<file path="config.mk">
export PLATFORM = sky130hd
export DESIGN_NAME = tlb_probe_unit
export DESIGN_NICKNAME = d
export VERILOG_FILES = /design/src/rtl/tlb_probe_unit.sv
export SDC_FILE = /design/constraint.sdc
export NUM_CORES = 1
export LEC_CHECK = 0
export CAP_MARGIN = 20
export CORE_MARGIN = 3
export CORE_UTILIZATION = 36
export DETAILED_ROUTE_END_ITERATION = 8
export HOLD_SLACK_MARGIN = 0.08
export PLACE_DENSITY = 0.77
export RECOVER_POWER = 50
export SLEW_MARGIN = 20
export SYNTH_ARGS = -nofsm -noshare
export SYNTH_HDL_FRONTEND = slang
export SYNTH_SLANG_ARGS = --single-unit
</file>
<file path="constraint.sdc">
create_clock -name clk_i -period 2.4 [get_ports clk_i]
set_clock_uncertainty 0.2 [all_clocks]
set_input_delay 0.72 -clock clk_i [delete_from_list [all_inputs] [get_ports clk_i]]
set_output_delay 0.72 -clock clk_i [all_outputs]
set_load 0.1 [all_outputs]
</file>
<file path="src/rtl/tlb_probe_unit.sv">
// tlb_probe_unit: sequential TLBP engine scanning 32 TLB headers through read port C.
module tlb_probe_unit #(
  parameter int ENTRIES = 32
) (
  input  logic        clk_i,
  input  logic        rst_ni,
  input  logic        start_i,
  input  logic [31:0] entry_hi_i,
  input  logic        tlb_we_i,
  input  logic [4:0]  tlbr_index_i,
  output logic [4:0]  index_c_o,
  input  logic [43:0] header_c_i,
  output logic        busy_o,
  output logic        done_o,
  output logic [31:0] index_result_o,
  output logic        multi_hit_o
);
  typedef enum logic [1:0] {IDLE, SCAN, DONE} state_t;
  localparam logic [4:0] LAST = 5'(ENTRIES - 1);
  state_t      state_q, state_d;
  logic [18:0] vpn2_q, vpn2_d;
  logic [7:0]  asid_q, asid_d;
  logic [4:0]  cnt_q, cnt_d, idx_q, idx_d;
  logic        found_q, found_d, multi_q, multi_d, mh_q, mh_d;
  logic [31:0] res_q, res_d;
  logic [18:0] mask;
  logic        hit;
  logic        unused_ehi;
  assign unused_ehi = ^entry_hi_i[12:8];
  assign mask = {3'b000, header_c_i[43:28]};
  assign hit = (((header_c_i[27:9] ^ vpn2_q) & ~mask) == 19'd0) &&
               (header_c_i[0] || header_c_i[8:1] == asid_q);
  assign busy_o = state_q == SCAN;
  assign done_o = state_q == DONE;
  assign index_c_o = busy_o ? cnt_q : tlbr_index_i;
  assign index_result_o = res_q;
  assign multi_hit_o = mh_q;
  always_comb begin
    state_d = state_q;
    vpn2_d = vpn2_q;
    asid_d = asid_q;
    cnt_d = cnt_q;
    found_d = found_q;
    idx_d = idx_q;
    multi_d = multi_q;
    res_d = res_q;
    mh_d = mh_q;
    unique case (state_q)
      SCAN: begin
        if (tlb_we_i) begin
          cnt_d = 5'd0;
          found_d = 1'b0;
          idx_d = 5'd0;
          multi_d = 1'b0;
        end else begin
          // lowest matching index wins; later hits only flag multi
          found_d = found_q | hit;
          idx_d = (hit && !found_q) ? cnt_q : idx_q;
          multi_d = multi_q | (hit & found_q);
          if (cnt_q == LAST) begin
            state_d = DONE;
            res_d = {~found_d, 26'b0, found_d ? idx_d : 5'd0};
            mh_d = multi_d;
          end else begin
            cnt_d = cnt_q + 5'd1;
          end
        end
      end
      default: begin
        state_d = start_i ? SCAN : IDLE;
        if (start_i) begin
          vpn2_d = entry_hi_i[31:13];
          asid_d = entry_hi_i[7:0];
          cnt_d = 5'd0;
          found_d = 1'b0;
          idx_d = 5'd0;
          multi_d = 1'b0;
        end
      end
    endcase
  end
  always_ff @(posedge clk_i) begin
    if (!rst_ni) begin
      state_q <= IDLE;
      vpn2_q <= '0;
      asid_q <= '0;
      cnt_q <= '0;
      found_q <= 1'b0;
      idx_q <= '0;
      multi_q <= 1'b0;
      res_q <= 32'h8000_0000;
      mh_q <= 1'b0;
    end else begin
      state_q <= state_d;
      vpn2_q <= vpn2_d;
      asid_q <= asid_d;
      cnt_q <= cnt_d;
      found_q <= found_d;
      idx_q <= idx_d;
      multi_q <= multi_d;
      res_q <= res_d;
      mh_q <= mh_d;
    end
  end
endmodule
</file>
==> summary by stage, run 1 <==
Timing
Setup repair after global routing could not meet its margin everywhere. Hold timing on the final database bottoms out at a slack of 0.269 ns. In the finished design, the share of the clock period the worst path needs comes to 0.984. The shortest clock period the worst path allows after layout is 2.36 ns. The count of endpoints failing hold in the final timing report is 0. The maximum operating frequency is 424 MHz.

For the pin with the worst max-slew slack, the measured transition is 0.569 ns. The number of max-slew violations in the final report came to 0. Setup violations remaining at the end of the flow were counted as 0. Setup slack on the critical path of the routed design comes to 0.0395 ns. The accumulated negative setup slack is 0 ns. The worst pin sits at a relative slew slack of 0.621.

Floorplan
The full die area is 7750 sq um. The horizontal extent of the die is 88.0 microns. After floorplanning, the core was sized to cover 6420 sq um. For this configuration, the core starts out at a cell density of 0.377. The row count is 29. The I/O pin count is 125. In this run the vertical extent of the chip is 88.0 microns.

Layout
The post-layout instance area is 3680 sq um. The final layout contains 489 nets. Summing all multi-input logic gate instances after layout gives 1420 sq um. Measured on the finished design, the core utilization comes to 0.573. Leaving out fill and tap cells, the most frequent cell in the layout is sky130_fd_sc_hd__nand2_1. The area growth from synthesis to layout is 51.8%. In the final layout, the share of cells above drive strength 1 is 0.176. The number of antenna diodes in the final layout is 0.

The combined flip-flop and latch cell area is 961 sq um. The number of fill cells is 566. Leaving out fill and tap cells, the most frequent cells in the layout are sky130_fd_sc_hd__nand2_1, sky130_fd_sc_hd__dfxtp_1, sky130_fd_sc_hd__a21oi_1.

Critical path
Walking the worst path, the cells encountered are clkdlybuf4s50_1 -> o22ai_2 -> or3_4 -> nor4_4 -> o21ai_2 -> a22o_1. The maximum single-stage delay on the critical path is 0.48 ns. The worst setup path is launched from a primary input. The worst setup path is captured at a flip-flop.

In this run the worst path has a maximum fanout of 5. In this run the critical register-to-register path is launched from vpn2_q[5]. The cell with the largest stage delay on the worst path is sky130_fd_sc_hd__clkdlybuf4s50_1. The critical path arrival is 2.37 ns.

The worst setup path is of the in2reg kind. The worst setup path startpoint is header_c_i[42]. Data on the critical path is required at its endpoint by 2.41 ns.

Together, buffers and inverters on the worst path number 1. Broken down by cell family, the worst path's largest delay share belongs to simple AND/OR/NAND/NOR gates.

GRT
For this run, the total global-route usage over all layers was measured as 0.175. The number of antenna violations at the first check in global routing came to 1. The number of global-route vias before repair is 2389. Global routing finished with a remaining overflow of 0. The first global-routing pass estimated 10.8 mm of wire. Entering global routing, the biggest net connects 28 pins.

Clock tree
Counting every sink on the clock net gives 48. The root buffer cell is sky130_fd_sc_hd__clkbuf_8. In this run, CTS created clock tree buffers numbering 5.

Counting along the longest clock path gives a buffer depth of 2. The H-tree level count is 2. The clock slew at the register clock pins of the worst setup and hold paths is 0.10 ns. For the worst-skew pair, the clock arrives at the later sink with an insertion delay of 0.30 ns. TritonCTS built the clock tree.

Yosys
The mapped cell area is 2420 sq um. The post-synthesis area per instance is 8.02 sq um. Of the post-synthesis cell area, the dominant cell type holds 0.397. The number of synthesized flops with an enable pin is 0.

The number of warning messages in the yosys log is 0. Synthesis handed over a netlist of 302 instances. By area the synthesized netlist is led by sky130_fd_sc_hd__dfxtp_1, sky130_fd_sc_hd__nand2_1, sky130_fd_sc_hd__buf_4. The proportion of register bits with asynchronous set or reset after synthesis is 0. Counting flops and latches in the post-synthesis netlist gives 48. Of all cell types, the one taking the most synthesized area is sky130_fd_sc_hd__dfxtp_1. The part of the Yosys area used for sequential elements is 0.397. The distinct cell type count of the synthesized netlist is 40. The dominant synthesized flop cell is sky130_fd_sc_hd__dfxtp_1.

Routing
The number of vias per cell after detailed routing is 4.81. The number of iterations in the first detailed-routing pass is 4. The number of nets with antenna violations after routing is 0. The number of DRC violations after detailed routing is 0. The number of design-rule violations left by the first detailed-router iteration is 136.

After detailed routing, the total wire length is 6.50 mm. Detailed routing inserted a total of 2311 vias. The average wire length per cell after detail routing is 13.5 microns.

Run status
The flow ran to the end, and the final reports show no timing, DRC or antenna violations.

Place
The placement-stage worst setup slack is -0.580 ns. Summed over all nets, the half-perimeter wirelength after detailed placement is 5.04 mm. The number of port buffers is 93. In this run the cell area measured after placement is 3540 sq um. The weighted congestion at the end of routability-driven global placement is 0.835.

Pwr
For this design the static power due to leakage is 1.62 nW. In this run the power density over the cells is 559 nW/um^2. The maximum resistive drop on vdd is 0.000273 V.

Flow run
The max-capacitance violation count is 0.

Min path
The kind of path behind the tightest hold check is reg2reg. The startpoint of the worst hold path is asid_q[2].
[synthesized netlist by cell type (5+ instances only)]
master,n
sky130_fd_sc_hd__nor2_1,17
sky130_fd_sc_hd__xnor2_1,18
sky130_fd_sc_hd__a22o_1,5
sky130_fd_sc_hd__o32ai_1,5
sky130_fd_sc_hd__clkbuf_1,11
sky130_fd_sc_hd__o22ai_1,7
sky130_fd_sc_hd__dfxtp_1,48
sky130_fd_sc_hd__a21oi_1,37
sky130_fd_sc_hd__nand2_1,82
sky130_fd_sc_hd__buf_4,26
sky130_fd_sc_hd__xor2_1,10
[flip-flops by register name, summed over array words and instances, names as in the netlist]
| name | flops |
|---|---|
| vpn2_q | 19 |
| asid_q | 8 |
| index_result_o | 6 |
| cnt_q | 5 |
| idx_q | 5 |
| state_q | 2 |
| found_q | 1 |
| multi_hit_o | 1 |
| multi_q | 1 |
[final timing paths]
check	endpoint	slack (ns)	cells after the start
worst max-delay path	idx_q[0]	0.04	6
worst min-delay path	asid_q[2]	0.27	2
worst max register to register	multi_q	0.29	7
worst min register to register	asid_q[2]	0.27	2
[worst register-to-register path, stage by stage, from the launching register on]
cell and delay [ns]:
sky130_fd_sc_hd__dfxtp_1 0.37, sky130_fd_sc_hd__xnor2_1 0.13, sky130_fd_sc_hd__o22ai_1 0.11, sky130_fd_sc_hd__or4_4 0.59, sky130_fd_sc_hd__nor4_4 0.28, sky130_fd_sc_hd__buf_4 0.18, sky130_fd_sc_hd__a31oi_1 0.08, sky130_fd_sc_hd__nor2_1 0.11
[layout make-up]
type / count / share of cell area
Clock buffer: 6 / 0.0225
Clock inverter: 2 / 0.0105
Inverter: 2 / 0.00272
Multi-Input combinational cell: 238 / 0.385
Sequential cell: 48 / 0.261
Tap cell: 77 / 0.0262
Timing Repair Buffer: 107 / 0.292
[timing repair]
item	in CTS	in global routing
pin swaps	44	32
gates resized for setup	37	39
endpoints found under the setup margin	19	19
hold buffers	0	0
gates cloned	0	0
buffers inserted	2	2
[logic make-up after synthesis]
group | Yosys count | share of synthesized area
AO/OA/AOI/OAI | 64 | 0.161
XOR/XNOR | 29 | 0.108
adder cells (fa/ha/maj) | 2 | 0.0103
buffers and inverters | 41 | 0.104
flip-flops | 48 | 0.397
other | 1 | 0.00155
AND/OR/NAND/NOR | 117 | 0.218
[per-layer routing]
layer  wire (microns)  vias up  GRT usage
li1                 -     1163          -
met1             2640     1039      0.209
met2             3250       91      0.305
met3              460       16     0.0452
met4              138        2     0.0591
met5                9        -          0
[where the power goes]
group,leakage (nW),switching [W],internal (W)
sequential,0.391,0.0000235,0.000824
combinational,1.17,0.000377,0.000214
clock,0.0614,0.000276,0.000341
total,1.62,0.000676,0.00138
[metrics by stage]
stage,std cells,total power (W)
after floorplan,327,0.00127
after global placement,468,0.00144
after detailed placement,468,0.00145
after CTS,478,0.00205
after global routing,480,0.00214
final,480,0.00205
Power figures use the tool's default switching activity.
==> run 2: changes to the inputs <==
--- a/config.mk
+++ b/config.mk
@@ -7,10 +7,10 @@
 export LEC_CHECK = 0
 export CAP_MARGIN = 20
 export CORE_MARGIN = 3
-export CORE_UTILIZATION = 36
+export CORE_UTILIZATION = 40
 export DETAILED_ROUTE_END_ITERATION = 8
 export HOLD_SLACK_MARGIN = 0.08
-export PLACE_DENSITY = 0.77
+export PLACE_DENSITY = 0.81
 export RECOVER_POWER = 50
 export SLEW_MARGIN = 20
 export SYNTH_ARGS = -nofsm -noshare
==> constraint.sdc (replaced) <==
create_clock -name clk_i -period 2.5 [get_ports clk_i]
set_clock_uncertainty 0.2 [all_clocks]
set_input_delay 0.75 -clock clk_i [delete_from_list [all_inputs] [get_ports clk_i]]
set_output_delay 0.75 -clock clk_i [all_outputs]
set_load 0.1 [all_outputs]
==> run 2 against run 1 <==
  * Critical path type is now in2out
  * Non-clock buffer count fell by 1
  * First-iteration DRC count rose by 28%
  * Global-route usage rose by 0.50 points
  * Sequential share of layout area fell by 0.13 points
  * Clock power fell by 8.6%
  * Sequential power fell by 3.9%
  * Design area rose by 0.51%
  * Wire length rose by 2.7%
==> summary by stage, run 2 (synthesis gave the netlist of run 1 again) <==
Layout
The area added between synthesis and finish is 52.6%. The diode insertion count for antenna repair was 0 (unchanged). Counting flops per register, the top entry is vpn2_q. The top cell types in the final layout, fill and taps aside, are sky130_fd_sc_hd__nand2_1, sky130_fd_sc_hd__dfxtp_1, sky130_fd_sc_hd__clkdlybuf4s50_1. The non-filler instance count after layout is 474 (-1.3%).

The number of flip-flops in the largest register was 19 (unchanged). The library cell used most frequently in the layout, excluding fill and tap cells, is sky130_fd_sc_hd__nand2_1. The number of nets in the final layout is 488 (-0.20%). The number of fill cells is 499 (-12%).

The fraction of final layout cells sized beyond drive strength 1 is 0.169 (-0.00702).

Routing
The number of nets with antenna violations after routing is 0 (unchanged). The number of vias per cell after detailed routing came to 4.95 (+2.9%). The number of design-rule violations left by the first detailed-router iteration is 174 (+28%). The number of DRC violations after detailed routing is 0 (unchanged).

The number of iterations in the first detailed-routing pass is 4 (unchanged). The routed via count is 2348 (+1.6%). The average wire length per cell after detail routing was 14.1 microns (+4.0%). The sum of routed wire length over all layers came to 6.67 mm (+2.7%).

Timing
The final setup violation count is 0 (unchanged). The actual slew at the worst max-slew pin came to 0.553 ns (-0.0157 ns). The count of endpoints failing hold in the final timing report was 0 (unchanged). The accumulated negative setup slack is 0 ns (unchanged). The number of max-slew violations in the final report is 0 (unchanged). After layout, the minimum clock period comes to 2.47 ns.

Dividing the final minimum period by the clock period gives 0.988. Based on the critical path, the design can be clocked at up to 405 MHz. The remaining max-slew budget at the tightest pin is 0.631 (+0.0105).

Setup repair after global routing could not meet its margin everywhere.

Clock tree
The root buffer cell is sky130_fd_sc_hd__clkbuf_8. The number of sinks handled by clock tree synthesis is 48 (unchanged). The clock slew at the register clock pins of the worst setup and hold paths came to 0.09 ns (about the same). The CTS buffer count came to 5 (unchanged). The H-tree level count is 2 (unchanged). The maximum root-to-sink buffer count is 2 (unchanged). The clock insertion delay at the later pin of the skew report is 0.30 ns (about the same). TritonCTS built the clock tree.

Min path
The startpoint identified for the worst hold timing path is vpn2_q[13]. The kind of path behind the tightest hold check is reg2reg.

Pwr
The power per cell area is 528 nW/um^2 (-5.5%). The static leakage power is 1.64 nW (+1.3%). The maximum resistive drop on vdd is 0.000258 V (-5.6%).

Critical path
The worst setup path startpoint is tlbr_index_i[0]. The worst setup path is of the in2out kind. The data required time of the worst path was 1.55 ns (-0.86 ns). The maximum fanout encountered on the critical timing path is 1 (-4). The launch point of the worst reg-to-reg path is cnt_q[0]. The type of destination of the critical path is an output pin. The type of element launching the critical path is a primary input. The critical path arrival is 1.52 ns (-0.85 ns).

Floorplan
The core footprint came to 5680 sq um (-12%). The I/O pin count is 125 (unchanged). The vertical die dimension was 83.8 microns (-4.8%). The horizontal extent of the die is 83.8 microns (-4.8%). The row count is 27 (-6.9%). The full die area is 7030 sq um (-9.3%). The effective utilization at floorplan is 0.427 (+0.0496).

Place
The final HPWL from detailed placement is 5.00 mm (-0.83%). The weighted congestion at the end of routability-driven global placement was 0.821 (-1.7%). The number of port buffers came to 93 (unchanged). The total instance count after detailed placement is 462 (-1.3%).

GRT
The global router's overall resource usage came to 0.180 (+0.00505). The sum of overflow across all layers after global routing was 0 (unchanged). The largest net degree at the start of global routing is 28 (unchanged).

The wire length of the first global-routing pass is 10.4 mm (-3.6%). The number of antenna violations at the first check in global routing came to 1 (unchanged). The number of global-route vias before repair is 2314 (-3.1%).

Flow run
The max-capacitance violation count is 0 (unchanged).

Run status
The run finished with clean final reports.
[run 2: cell types whose count changed in the layout (fill, tap and decap cells not counted), sizes merged]
cell	change
clkdlybuf4s50	+8
dlygate4sd2	-6
dlymetal6s2s	+4
clkbuf	-3
clkdlybuf4s15	-3
buf	-2
clkinvlp	+1
[run 2: area by class of cell]
class | count | area [sq um] | share of cell area
timing repair buffer | 106 | 1090 | 0.296
clock buffer | 5 | 68.8 | 0.0186
tap | 72 | 90.1 | 0.0244
clock inverter | 3 | 42.5 | 0.0115
multi-input combinational | 238 | 1430 | 0.387
inverter | 2 | 10.0 | 0.00271
sequential | 48 | 961 | 0.260
[run 2: layer usage]
metal,wire length [microns],GRT usage,up-vias
li1,-,-,1157
met1,2700,0.216,1070
met2,3330,0.311,102
met3,492,0.0553,17
met4,137,0.0468,2
met5,17,0,-
[run 2: what timing repair did]
item,CTS,global route
hold buffers,0,0
gates resized for setup,25,35
buffers inserted,1,3
pin swaps,36,26
endpoints found under the setup margin,14,15
[run 2: per-stage QoR]
| stage | hold WS [ns] | area [sq um] | utilization | power (W) | setup slack [ns] |
|---|---|---|---|---|---|
| 6_report | 0.272 | 3700 | 0.651 | 0.00195 | 0.0307 |
| 3_3_place_gp | 0.252 | 3440 | 0.606 | 0.00138 | -0.476 |
| 2_1_floorplan | 0.238 | 2530 | - | 0.00122 | 0.0760 |
| 3_5_place_dp | 0.262 | 3440 | 0.606 | 0.00139 | -0.547 |
| 5_1_grt | 0.302 | 3700 | 0.651 | 0.00204 | -0.0153 |
| 4_1_cts | 0.274 | 3570 | 0.630 | 0.00194 | 0.0000497 |
[run 2: worst paths after layout]
path                        to  slack, ns  cells after the start
hold reg to reg     vpn2_q[13]       0.27                      2
setup / recovery  index_c_o[0]       0.03                      4
hold / removal      vpn2_q[13]       0.27                      2
setup reg to reg      cnt_q[1]       0.22                      8
[run 2: report_power, final]
group | switching (W) | internal [W]
combinational | 0.000362 | 0.000211
sequential | 0.0000231 | 0.000791
clock | 0.000268 | 0.000296
total | 0.000653 | 0.00130
[run 2: critical path, stage by stage]
cell and delay [ns]:
sky130_fd_sc_hd__clkdlybuf4s50_1 0.46, sky130_fd_sc_hd__nand2_1 0.06, sky130_fd_sc_hd__nand2_2 0.08, sky130_fd_sc_hd__buf_12 0.17
